--- src/rtl/level_seq_pkg.sv ---
// Shared encodings for the level sequencer: FSM state type and key-flag indices.
package level_seq_pkg;

  typedef enum logic [1:0] {
    MENU  = 2'd0,
    PLAY  = 2'd1,
    CLEAR = 2'd2,
    DONE  = 2'd3
  } seq_state_e;

  localparam int KEY_NEXT0 = 0;
  localparam int KEY_NEXT1 = 4;
  localparam int KEY_PREV0 = 2;
  localparam int KEY_PREV1 = 6;
  localparam int KEY_SEL   = 8;
  localparam int KEY_BACK  = 9;

endpackage

--- src/rtl/level_sequencer_if.sv ---
// Bundle between the level sequencer and its neighbours: key decoder flags,
// per-level completion / pixel addresses in, level control and selected address out.
interface level_sequencer_if #(
  parameter int NUM_LEVELS = 5,
  parameter int ADDR_W     = 17,
  parameter int KEY_W      = 10
);
  localparam int LVL_W = $clog2(NUM_LEVELS + 1);

  logic [KEY_W-1:0]             key_down;
  logic [NUM_LEVELS-1:0]        level_clear;
  logic [ADDR_W-1:0]            menu_addr;
  logic [NUM_LEVELS*ADDR_W-1:0] level_addr;
  logic [ADDR_W-1:0]            pixel_addr;
  logic [NUM_LEVELS-1:0]        level_en;
  logic                         level_rst;
  logic [LVL_W-1:0]             cur_level;
  logic [1:0]                   fsm_state;

  // Surrounding system: supplies keys, clears and addresses, observes the sequencer.
  modport master (
    output key_down, level_clear, menu_addr, level_addr,
    input  pixel_addr, level_en, level_rst, cur_level, fsm_state
  );

  // The sequencer itself.
  modport slave (
    input  key_down, level_clear, menu_addr, level_addr,
    output pixel_addr, level_en, level_rst, cur_level, fsm_state
  );
endinterface

--- src/rtl/level_sequencer_key_event.sv ---
// Key event generator: turns level-held key flags into single-cycle action
// pulses. An action fires only on the first nonzero cycle after an all-zero
// cycle; next > prev > select > back, and unmapped keys consume the event.
module key_event
  import level_seq_pkg::*;
#(
  parameter int KEY_W = 10
) (
  input  logic             clk,
  input  logic             rst,
  input  logic [KEY_W-1:0] key_down_i,
  output logic             ev_next_o,
  output logic             ev_prev_o,
  output logic             ev_sel_o,
  output logic             ev_back_o
);

  localparam logic [KEY_W-1:0] USED_MASK =
    (KEY_W'(1) << KEY_NEXT0) | (KEY_W'(1) << KEY_NEXT1) |
    (KEY_W'(1) << KEY_PREV0) | (KEY_W'(1) << KEY_PREV1) |
    (KEY_W'(1) << KEY_SEL)   | (KEY_W'(1) << KEY_BACK);

  logic arm_q, arm_d;
  logic any_key, fire;
  logic unused_keys;

  assign any_key     = |key_down_i;
  assign fire        = arm_q & any_key;
  // Unmapped keys still count toward any_key; only their identity is unused.
  assign unused_keys = ^(key_down_i & ~USED_MASK);

  // Arm flag: rearmed by an idle cycle, dropped by any pressed cycle (held keys never refire).
  always_comb begin
    arm_d = ~any_key;
  end

  // Priority encode the firing event into one action pulse.
  always_comb begin
    ev_next_o = 1'b0;
    ev_prev_o = 1'b0;
    ev_sel_o  = 1'b0;
    ev_back_o = 1'b0;
    if (fire) begin
      if (key_down_i[KEY_NEXT0] || key_down_i[KEY_NEXT1]) begin
        ev_next_o = 1'b1;
      end else if (key_down_i[KEY_PREV0] || key_down_i[KEY_PREV1]) begin
        ev_prev_o = 1'b1;
      end else if (key_down_i[KEY_SEL]) begin
        ev_sel_o = 1'b1;
      end else if (key_down_i[KEY_BACK]) begin
        ev_back_o = 1'b1;
      end
    end
  end

  // Arm flag register.
  always_ff @(posedge clk or posedge rst) begin
    if (rst) begin
      arm_q <= 1'b1;
    end else begin
      arm_q <= arm_d;
    end
  end

endmodule

--- src/rtl/level_sequencer.sv ---
// level_sequencer: game-flow controller. Menu cursor selects a level, the
// chosen level is enabled and reset on entry, completion freezes it for
// CLEAR_HOLD cycles before advancing, and the campaign ends in DONE.
// Optional build macro LEVEL_LOCK_EN: menu cursor limited to the highest
// level reached so far (unlocked register, cleared only by rst).
//
// state | meaning
// MENU  | cursor navigation, menu renderer on screen
// PLAY  | selected level enabled and on screen
// CLEAR | level completed, frozen on screen for CLEAR_HOLD cycles
// DONE  | campaign finished, menu renderer on screen
module level_sequencer
  import level_seq_pkg::*;
#(
  parameter int NUM_LEVELS = 5,
  parameter int ADDR_W     = 17,
  parameter int KEY_W      = 10,
  parameter int CLEAR_HOLD = 50_000_000
) (
  input  logic           clk,
  input  logic           rst,
  level_sequencer_if.slave bus
);

  localparam int LVL_W = $clog2(NUM_LEVELS + 1);
  localparam int CNT_W = $clog2(CLEAR_HOLD + 1);
  localparam logic [LVL_W-1:0] LVL_ONE   = LVL_W'(1);
  localparam logic [LVL_W-1:0] LVL_LAST  = LVL_W'(NUM_LEVELS);
  localparam logic [CNT_W-1:0] HOLD_LAST = CNT_W'(CLEAR_HOLD - 1);

  seq_state_e             state_q, state_d;
  logic [LVL_W-1:0]       cur_q, cur_d;
  logic [CNT_W-1:0]       cnt_q, cnt_d;
  logic                   level_rst_q, level_rst_d;
  logic [LVL_W-1:0]       limit;
  logic [LVL_W-1:0]       lvl_idx;
  logic [NUM_LEVELS-1:0]  lvl_onehot;
  logic                   clear_hit;
  logic [ADDR_W-1:0]      lvl_pix;
  logic                   ev_next, ev_prev, ev_sel, ev_back;

`ifdef LEVEL_LOCK_EN
  logic [LVL_W-1:0]       unlocked_q, unlocked_d;
  assign limit = unlocked_q;
`else
  assign limit = LVL_LAST;
`endif

  key_event #(.KEY_W(KEY_W)) u_key_event (
    .clk        (clk),
    .rst        (rst),
    .key_down_i (bus.key_down),
    .ev_next_o  (ev_next),
    .ev_prev_o  (ev_prev),
    .ev_sel_o   (ev_sel),
    .ev_back_o  (ev_back)
  );

  assign lvl_idx    = cur_q - LVL_ONE;
  assign lvl_onehot = NUM_LEVELS'(1) << lvl_idx;
  // Clear flags of levels other than the active one are masked off here.
  assign clear_hit  = |(bus.level_clear & lvl_onehot);

  // Pick the active level's pixel address slice.
  always_comb begin
    lvl_pix = '0;
    for (int i = 0; i < NUM_LEVELS; i++) begin
      if (lvl_idx == LVL_W'(i)) begin
        lvl_pix = bus.level_addr[i*ADDR_W +: ADDR_W];
      end
    end
  end

  // Next-state, cursor, hold counter and level reset pulse.
  always_comb begin
    state_d = state_q;
    cur_d   = cur_q;
    cnt_d   = cnt_q;
`ifdef LEVEL_LOCK_EN
    unlocked_d = unlocked_q;
`endif
    unique case (state_q)
      MENU: begin
        if (ev_next) begin
          if (cur_q < limit) cur_d = cur_q + LVL_ONE;
        end else if (ev_prev) begin
          if (cur_q > LVL_ONE) cur_d = cur_q - LVL_ONE;
        end else if (ev_sel) begin
          state_d = PLAY;
        end
      end
      PLAY: begin
        // Completion outranks a simultaneous back request.
        if (clear_hit) begin
          state_d = CLEAR;
          cnt_d   = '0;
        end else if (ev_back) begin
          state_d = MENU;
        end
      end
      CLEAR: begin
        if (cnt_q == HOLD_LAST) begin
          if (cur_q < LVL_LAST) begin
            state_d = PLAY;
            cur_d   = cur_q + LVL_ONE;
`ifdef LEVEL_LOCK_EN
            if (cur_d > unlocked_q) unlocked_d = cur_d;
`endif
          end else begin
            state_d = DONE;
          end
        end else begin
          cnt_d = cnt_q + CNT_W'(1);
        end
      end
      DONE: begin
        if (ev_sel || ev_back) begin
          state_d = MENU;
          cur_d   = LVL_ONE;
        end
      end
      default: state_d = MENU;
    endcase
    level_rst_d = (state_d == PLAY) && (state_q != PLAY);
  end

  // State, cursor, counter and pulse registers.
  always_ff @(posedge clk or posedge rst) begin
    if (rst) begin
      state_q     <= MENU;
      cur_q       <= LVL_ONE;
      cnt_q       <= '0;
      level_rst_q <= 1'b0;
    end else begin
      state_q     <= state_d;
      cur_q       <= cur_d;
      cnt_q       <= cnt_d;
      level_rst_q <= level_rst_d;
    end
  end

`ifdef LEVEL_LOCK_EN
  // Highest level reached; survives returns to the menu.
  always_ff @(posedge clk or posedge rst) begin
    if (rst) begin
      unlocked_q <= LVL_ONE;
    end else begin
      unlocked_q <= unlocked_d;
    end
  end
`endif

  assign bus.fsm_state  = state_q;
  assign bus.cur_level  = cur_q;
  assign bus.level_rst  = level_rst_q;
  assign bus.level_en   = (state_q == PLAY) ? lvl_onehot : '0;
  assign bus.pixel_addr = (state_q == PLAY || state_q == CLEAR) ? lvl_pix : bus.menu_addr;

endmodule

--- src/flat_wrapper.sv ---
// flat-port wrapper written by rule: the top's interface ports become plain ports
module level_sequencer_flat import level_seq_pkg::*;
#(
  parameter int NUM_LEVELS = 5,
  parameter int ADDR_W     = 17,
  parameter int KEY_W      = 10,
  parameter int CLEAR_HOLD = 50_000_000
)
  (clk, rst, bus_key_down, bus_level_clear, bus_menu_addr, bus_level_addr, bus_pixel_addr, bus_level_en, bus_level_rst, bus_cur_level, bus_fsm_state);
  level_sequencer_if #(.NUM_LEVELS(NUM_LEVELS), .ADDR_W(ADDR_W), .KEY_W(KEY_W)) bus_i ();
  input  logic clk;
  input  logic rst;
  input wire logic [$bits(bus_i.key_down)-1:0] bus_key_down;
  input wire logic [$bits(bus_i.level_clear)-1:0] bus_level_clear;
  input wire logic [$bits(bus_i.menu_addr)-1:0] bus_menu_addr;
  input wire logic [$bits(bus_i.level_addr)-1:0] bus_level_addr;
  output wire logic [$bits(bus_i.pixel_addr)-1:0] bus_pixel_addr;
  output wire logic [$bits(bus_i.level_en)-1:0] bus_level_en;
  output wire logic [$bits(bus_i.level_rst)-1:0] bus_level_rst;
  output wire logic [$bits(bus_i.cur_level)-1:0] bus_cur_level;
  output wire logic [$bits(bus_i.fsm_state)-1:0] bus_fsm_state;
  assign bus_i.key_down = bus_key_down;
  assign bus_i.level_clear = bus_level_clear;
  assign bus_i.menu_addr = bus_menu_addr;
  assign bus_i.level_addr = bus_level_addr;
  assign bus_pixel_addr = bus_i.pixel_addr;
  assign bus_level_en = bus_i.level_en;
  assign bus_level_rst = bus_i.level_rst;
  assign bus_cur_level = bus_i.cur_level;
  assign bus_fsm_state = bus_i.fsm_state;
  level_sequencer #(.NUM_LEVELS(NUM_LEVELS), .ADDR_W(ADDR_W), .KEY_W(KEY_W), .CLEAR_HOLD(CLEAR_HOLD)) u_core (.clk(clk), .rst(rst), .bus(bus_i));
endmodule
--- config.mk ---
export PLATFORM = sky130hd
export DESIGN_NAME = level_sequencer_flat
export DESIGN_NICKNAME = d
export VERILOG_FILES = /design/src/rtl/level_seq_pkg.sv /design/src/rtl/level_sequencer_if.sv /design/src/rtl/level_sequencer_key_event.sv /design/src/rtl/level_sequencer.sv /design/src/flat_wrapper.sv
export SDC_FILE = /design/constraint.sdc
export NUM_CORES = 1
export LEC_CHECK = 0
export BUFFER_PORTS_ARGS = -buffer_cell sky130_fd_sc_hd__buf_2
export CORE_MARGIN = 2
export CORE_UTILIZATION = 52
export CTS_CLUSTER_DIAMETER = 30
export CTS_CLUSTER_SIZE = 16
export DETAILED_ROUTE_END_ITERATION = 10
export PLACE_DENSITY = 0.9
export REMOVE_ABC_BUFFERS = 1
export SETUP_SLACK_MARGIN = 0.15
export SYNTH_ARGS = -nofsm -noshare
export SYNTH_HDL_FRONTEND = slang
export SYNTH_SLANG_ARGS = --single-unit
--- constraint.sdc ---
create_clock -name clk -period 4.4 [get_ports clk]
set_clock_uncertainty 0.05 [all_clocks]
set_input_delay 0.66 -clock clk [delete_from_list [all_inputs] [get_ports clk]]
set_output_delay 0.66 -clock clk [all_outputs]
set_load 0.01 [all_outputs]
# Word level (Yosys, flattened, before mapping)
# Cells that the tools add are included.
[word_totals]
regBits = 33
latch_bits = 0
ramBits = 0
romBits = 0
inputBits = 119
elab_cells = 83
mem_count = 0
[classes]
add_sub_neg = 3
multipliers = 0
div = 0
n_lt_le_gt_ge = 2
eq_ne = 16
n_shift = 1
muxes = 40
bitwise_logic = 3
reduce_logical = 13
[ops]
columns = ["op", "n"]
rows = [
  ["2-to-1 mux 17 bit", 6],
  ["2-to-1 mux 26 bit", 2],
  ["case mux 26 bit (2 select lines)", 1],
  ["adder 26 x 1 -> 26 bit (second input constant)", 1],
  ["== test 26 bit (second input constant)", 1],
  ["2-to-1 mux 3 bit", 6],
  ["2-to-1 mux 2 bit", 8],
  ["2-to-1 mux 1 bit", 14],
  ["OR reduction 10 bit", 1],
  ["case mux 3 bit (3 select lines)", 1],
  ["!= test 2 x 1 -> 1 bit (second input constant)", 4],
  ["case mux 2 bit (4 select lines)", 1],
  ["== test 3 x 2 -> 1 bit (second input constant)", 2],
  ["!= test 3 x 1 -> 1 bit (second input constant)", 2],
  ["bitwise AND 5 bit", 1],
  ["2-to-1 mux 5 bit", 1],
  ["AND reduction 5 bit", 1],
  ["OR reduction 5 bit", 1],
  ["<< shifter 1 x 3 -> 5 bit (first input constant)", 1],
  ["== test 2 x 1 -> 1 bit (second input constant)", 2],
  ["== test 2 bit (second input constant)", 2],
  ["logical OR 1 bit", 4],
  ["adder 3 x 1 -> 3 bit (second input constant)", 1],
  ["== test 3 x 1 -> 1 bit (second input constant)", 1],
  ["13 further kinds", 13],
]

# Depth between registers and ports, before layout
# Gate-level depths: netlist of the first run.
[depth]
depth_word = 10
mapped_depth = 10
ltp_nobuf = 8

# By module
# From an unflattened synthesis of the first run, not the netlist that was laid out.
[unflattened]
cells_unflattened = 423
area_unflattened_um2 = 3235.6
[modules_own_cells]
columns = ["module", "n_inst", "cells_each", "area_each_um2", "seq_area_each_um2"]
rows = [
  ["level_sequencer", 1, 411, 3140.5, 802.0],
  ["key_event", 1, 12, 95.1, 26.3],
]

# Least setup slack after synthesis of the first run
# No wires, ideal clock.
[synth_timing]
path_type = "register -> output"
startpoint = "register u_core.cur_q[0], in the netlist u_core.bus.cur_level[0]"
endpoint = "output bus_pixel_addr[6]"
t_arrival_ns = 2.249
t_required_ns = 3.690
setup_slack_ns = 1.441
path_stages_with_launch = 9
n_path_buf = 2
path_cell_list = "dfstp_2 -> inv_1 -> ha_1 -> xor2_1 -> and2_1 -> clkbuf_1 -> clkbuf_1 -> a22oi_1 -> a21oi_1"
[synth_via]
elab_chain_cells = 8
word_cells_on_any_way = 12
[synth_rtl]
columns = ["item", "line_no", "rtl"]
rows = [
  ["from (decl)", "level_sequencer.sv:32", "logic [LVL_W-1:0] cur_q, cur_d;"],
  ["from (signal assigned)", "level_sequencer.sv:136", "cur_q <= cur_d;"],
  ["subtractor 3 x 1 -> 3 bit (*)", "level_sequencer.sv:59", "assign lvl_idx = cur_q - LVL_ONE;"],
  ["logical NOT 3 bit", "level_sequencer.sv:68", "if (lvl_idx == LVL_W'(i)) begin"],
  ["2-to-1 mux 17 bit (4 in a row)", "level_sequencer.sv:68", ""],
  ["2-to-1 mux 17 bit (*)", "level_sequencer.sv:68", ""],
  ["2-to-1 mux 17 bit (*)", "level_sequencer.sv:157", "assign bus.pixel_addr = (state_q == PLAY || state_q == CLEAR) ? lvl_pix : bus.menu_addr;"],
  ["to (decl)", "flat_wrapper.sv:17", "output wire logic [$bits(bus_i.pixel_addr)-1:0] bus_pixel_addr;"],
]
# Mark *: on every way between the ends. The rest lies on a longest branch, timed or not.

# Worst setup path after layout of the first run
[layout_timing]
startpoint = "register u_core.cur_q[0], in the netlist u_core.bus.cur_level[0]"
endpoint = "output bus_pixel_addr[8]"
# The elaborated chain is that of the path after synthesis.

==> results of run 1 <==
-- sequential cells by signal, indices dropped and copies added (netlist names) --
name / cells
u_core.bus.fsm_state: 2
u_core.bus.level_rst: 1
u_core.u_key_event.arm_q: 1
u_core.bus.cur_level: 3
u_core.cnt_q: 26
-- cell usage after synthesis (all sizes together) (12+ instances only) --
master and instances:
a21oi 62, nand2 61, nor2 45, o21ai 33
dfrtp 31, clkbuf 28, a22oi 20, nand3b 19
nand3 17, inv 15, xnor2 13, ha 12
nor3 12
-- per-layer routing --
metal	part of all wire [%]	vias to the layer above	wire [um]
met2	51	190	5133
met1	39	1804	3935
li1	-	1867	-
met3	6.9	34	698
met4	3.5	0	359
met5	0	-	0
-- report_power, final --
part	switching [uW]	internal (uW)
combinational	901	545
sequential	69.4	342
clock	117	185
total	1090	1070
-- critical path, stage by stage (launching register included) --
cell	delay (ps)
dfstp_2	620
ha_1	740
and2_1	660
a22oi_1	230
a21oi_1	190
buf_2	150
-- worst max-delay path by stage --
| stage | to | slack (ps) |
|---|---|---|
| after floorplan | u_core.cnt_q[5] | 1140 |
| after global placement | bus_pixel_addr[8] | 1150 |
| after detailed placement | u_core.cnt_q[23] | 990 |
| after CTS | bus_pixel_addr[8] | 820 |
| after global routing | u_core.cnt_q[7] | 570 |
| final | bus_pixel_addr[8] | 810 |
-- metrics by stage --
stage	setup slack (ps)	utilization, %
floorplan	1144	-
global placement	1151	66.37
detailed placement	990.7	66.37
CTS	820.5	68.35
global route	570.5	68.35
finish	806.6	68.35
-- cell type report --
cell class	count	area, um2	area share, %
clock buffers	7	86.33	2.146
clock inverters	1	30.03	0.7465
inverters	15	56.30	1.400
multi-input cells	368	2160	53.69
flip-flops and latches	33	828.3	20.59
well taps	75	93.84	2.333
repair buffers	151	768.2	19.10
-- kinds of logic (layout without fill, tap and decap cells) --
kind of cell | Yosys count | after routing | share of synthesized area [%]
xor gates and xnor gates | 14 | 14 | 3.880
muxes | 4 | 4 | 1.306
and+or+nand+nor | 197 | 197 | 31.51
buffers and inverters | 46 | 174 | 5.463
DFF | 33 | 33 | 26.21
adders and majority gates | 12 | 12 | 4.750
AOI/OAI and AO/OA | 141 | 141 | 26.88
==> flow_summary.json, run 1 <==
{
  "outcome": "finished, final reports clean",
  "fin_tns_setup_ps": 0,
  "dr_total_vias": 3895,
  "r2r-end": "u_core.cnt_q[23]",
  "min_period_over_period_pct": 81.67,
  "grt_pass1_vias": 3692,
  "grt_util_met3_pct": 6.923,
  "drv_slew": 0,
  "viasPerCell": 5.992,
  "clkSlewWorstSetupHoldPaths_ps": 70,
  "async_flop_share_pct": 100.0,
  "place_inst": 642,
  "dominantRegCellSynth": "dfrtp_1",
  "arrival_ps": 2880,
  "pin_count": 147,
  "syn_area_um2": 3161,
  "final_cell_mix": "146 x buf_2, 62 x a21oi_1, 61 x nand2_1, 45 x nor2_1, 33 x o21ai_0",
  "clock_latency_ps": 300,
  "max_slew.worst_pin.slew_ps": 1044,
  "setup_viol": 0,
  "dpl_cell_area_um2": 3906,
  "grt.overflow.total": 0,
  "fillers": 491,
  "relSlewSlack_pct": 30.38,
  "gp_congestion": 0.9372,
  "rr_worst_depth": 9,
  "post-route-min-period_ps": 3593,
  "synth.yosys.seq_area_share_pct": 26.21,
  "crit_start": "u_core.bus.cur_level[0]",
  "cts.sink_count": 33,
  "power_uw": 2159,
  "drtPass1Iterations": 6,
  "area_growth_pct": 27.28,
  "synthCells": 447,
  "grt_pass1_wl_um": 16470,
  "max_freq_mhz": 278.3,
  "required_ps": 3690,
  "crit_fanout": 24,
  "timing.hold.ws_ps": 387.6,
  "drive_above_1_share_pct": 29.39,
  "htree_num_levels": 2,
  "antennaDiodeCount": 0,
  "die_area_um2": 6717,
  "cts_tree": "built",
  "cts_setup_buffers": 0,
  "dp_hpwl_um": 7513,
  "die_h_um": 81.96,
  "postCtsHoldBufs": 0,
  "min-delay-path-class": "in2async",
  "io_buffers": 146,
  "core_area_um2": 5886,
  "synth_area_leaders": "dfrtp_1 25%, a21oi_1 9.8%, nand2_1 7.2%",
  "cts_max_path_buffers": 2,
  "regToRegStartpoint": "u_core.bus.cur_level[1]",
  "grtUsageMet1_pct": 35.62,
  "yosys_warnings": 0,
  "synth_top_area_cell": "dfrtp_1",
  "drc": 0,
  "grt_max_degree": 37,
  "wl_um": 10130,
  "drv_cap": 0,
  "initial_core_util_pct": 53.70,
  "critPathCaptureType": "output port",
  "power.density_nw_per_um2": 536.7,
  "cp-start-kind": "flop",
  "crit_type": "reg2out",
  "grt.total_usage_pct": 31.08,
  "fp.dieW_um": 81.96,
  "synth_seq_cells": 33,
  "rsz0062_at_grt": "false",
  "met2_usage_pct": 55.12,
  "yosysUniqueCellTypes": 49,
  "avgSynthCellArea_um2": 7.071,
  "final_common_cell": "buf_2",
  "finalHoldViolCount": 0,
  "final_cells": 650,
  "post_cts_resized": 0,
  "p_leak_uw": 0.001848,
  "gr-max-usage-layer": "met2",
  "cts_buffers": 5,
  "ir_drop_v": 0.0004697,
  "stdcell_area_um2": 4023,
  "drtIter0Drc": 365,
  "drt.antenna.violating_nets": 0,
  "rows": 28,
  "antenna_found_initial": 0,
  "wl_per_cell_um": 15.58,
  "cts-root-buf": "clkbuf_8",
  "synth-edff-count": 0,
  "synth_top_area_share_pct": 24.54,
  "r2r_setup_slack_ps": 940,
  "layout.nets": 705
}
No activity file was read; power rests on OpenSTA's default activity.
==> run 2, diff against run 1 <==
ABC_AREA = 1   (was unset)
CORE_UTILIZATION = 45   (was 52)
PLACE_DENSITY = 0.8   (was 0.9)
clock period = 2.92 ns   (was 4.4 ns; I/O delays follow)
==> flow_summary.json, run 2 <==
{
  "final_cell_mix": "217 x nand2_1, 146 x buf_2, 78 x nand3_1, 64 x nor2_1, 37 x inv_1",
  "fp.dieW_um": 93.67,
  "rsz0062_at_grt": "true",
  "dp_hpwl_um": 10630,
  "finalHoldViolCount": 0,
  "setup_viol": 0,
  "rr_worst_depth": 8,
  "synth_commonest_cells": "219 x nand2_1, 83 x nand3_1, 64 x nor2_1",
  "drive_above_1_share_pct": 32.13,
  "grt_pass1_vias": 4372,
  "drv_slew": 0,
  "stdcell_area_um2": 4911,
  "arrival_ps": 2330,
  "required_ps": 2430,
  "max_freq_mhz": 355.0,
  "r2r_setup_slack_ps": 480,
  "htree_num_levels": 2,
  "dr_total_vias": 4771,
  "crit_type": "reg2out",
  "critPathCaptureType": "output port",
  "rows": 32,
  "io_buffers": 146,
  "r2r-end": "u_core.cnt_q[2]",
  "synthCells": 606,
  "synth_top_area_cell": "nand2_1",
  "power.density_nw_per_um2": 952.3,
  "avgSynthCellArea_um2": 5.971,
  "postCtsHoldBufs": 0,
  "drtIter0Drc": 312,
  "crit_start": "u_core.bus.cur_level[0]",
  "pin_count": 147,
  "drt.antenna.violating_nets": 0,
  "power_uw": 4677,
  "area_growth_pct": 35.72,
  "synth_area_leaders": "nand2_1 23%, dfrtp_1 21%, nand3_1 11%",
  "cts-root-buf": "clkbuf_8",
  "grt_pass1_wl_um": 21280,
  "async_flop_share_pct": 100.0,
  "antenna_found_initial": 1,
  "final_common_cell": "nand2_1",
  "gp_congestion": 1.187,
  "viasPerCell": 5.434,
  "synth_top_area_share_pct": 22.72,
  "synth.yosys.seq_area_share_pct": 22.89,
  "core_area_um2": 7767,
  "grt.overflow.total": 0,
  "p_leak_uw": 0.002469,
  "synth_seq_cells": 33,
  "max_slew.worst_pin.slew_ps": 465.8,
  "fin_tns_setup_ps": 0,
  "yosys_warnings": 0,
  "regToRegStartpoint": "u_core.bus.fsm_state[1]",
  "layout.nets": 905,
  "cts.sink_count": 33,
  "cts_tree": "built",
  "initial_core_util_pct": 46.59,
  "wl_per_cell_um": 16.43,
  "grt.total_usage_pct": 30.93,
  "dominantRegCellSynth": "dfrtp_1",
  "min_period_over_period_pct": 96.47,
  "relSlewSlack_pct": 68.90,
  "cts_buffers": 5,
  "dpl_cell_area_um2": 4419,
  "wl_um": 14430,
  "yosysUniqueCellTypes": 36,
  "grt_max_degree": 34,
  "die_h_um": 93.67,
  "synth-edff-count": 0,
  "clock_latency_ps": 290,
  "largest_reg_flops": 26,
  "die_area_um2": 8774,
  "clkSlewWorstSetupHoldPaths_ps": 70,
  "syn_area_um2": 3618,
  "yosysMostFrequentCell": "nand2_1",
  "cp-start-kind": "flop",
  "regMostFlops": "u_core.cnt_q",
  "post-route-min-period_ps": 2817,
  "crit_fanout": 12,
  "drtPass1Iterations": 5,
  "ir_drop_v": 0.0005053,
  "drv_cap": 0,
  "cts_max_path_buffers": 2,
  "drc": 0,
  "min-delay-path-class": "in2async",
  "outcome": "finished, final reports clean"
}
[run 2: layout make-up]
class                   count  area [um2]
diodes                      1       2.502
clock buffers               6       82.58
clock inverters             2       13.76
fillers                   738        2856
inverters                  47       190.2
multi-input cells         506        2582
flip-flops and latches     33       829.5
well taps                 102       127.6
repair buffers            181        1082
[run 2: how the worst max path moves through the flow]
stage	slack [ps]	endpoint
2_1_floorplan	220	u_core.cnt_q[6]
3_3_place_gp	270	bus_pixel_addr[15]
3_5_place_dp	220	bus_pixel_addr[2]
4_1_cts	150	bus_pixel_addr[2]
5_1_grt	8	bus_pixel_addr[7]
6_report	100	bus_pixel_addr[1]
[run 2: logic make-up after synthesis]
kind of cell    after synthesis  synth area share, %
xor+xnor                     17                4.115
buf+inv                      68                8.748
simple gates                413                49.93
fa+ha+maj                    12                4.149
compound gates               63                10.17
flops                        33                22.89
[run 2: worst max-delay path: stages, from the launching register on]
cell	delay, ps
dfstp_2	580
inv_4	60
ha_4	180
inv_4	60
nand2_2	60
nand2_4	140
nand2_8	100
or2_2	290
nand3_1	100
nand2_1	60
nor2_1	110
o21ai_0	120
buf_2	170
[run 2: timing repair]
action                     in CTS  in global routing
setup endpoints to repair      17                 20
gates resized for setup        17                 24
gates cloned                    1                  0
pin swaps                       8                 12
setup buffers                  11                 13
[run 2: through the flow]
step           worst slack, ps  cells  util [%]  hold WS, ps
6_report                 102.9    878     63.22        186.8
5_1_grt                  8.467    878     63.22        218.8
4_1_cts                  151.6    864     60.65        199.9
3_5_place_dp             217.2    844     56.89        465.9
3_3_place_gp             273.5    844     56.89        446.9
2_1_floorplan            221.6    585         -        420.8
[run 2: power by group]
part / total [uW] / internal (uW) / switching (uW) / leakage, uW
clock network: 370 / 191 / 179 / 0.0000512
registers: 592 / 518 / 73.7 / 0.000445
logic: 3720 / 1390 / 2330 / 0.00197
total: 4680 / 2100 / 2580 / 0.00247
[run 2: routing by layer]
| metal | GRT usage [%] | wire [um] | part of all wire (%) | vias up |
|---|---|---|---|---|
| li1 | - | - | - | 2288 |
| met1 | 37.55 | 5761 | 40 | 2179 |
| met2 | 52.46 | 6762 | 47 | 247 |
| met3 | 4.815 | 1149 | 8.0 | 57 |
| met4 | 16.79 | 754 | 5.2 | 0 |
| met5 | 0 | 0 | 0 | - |
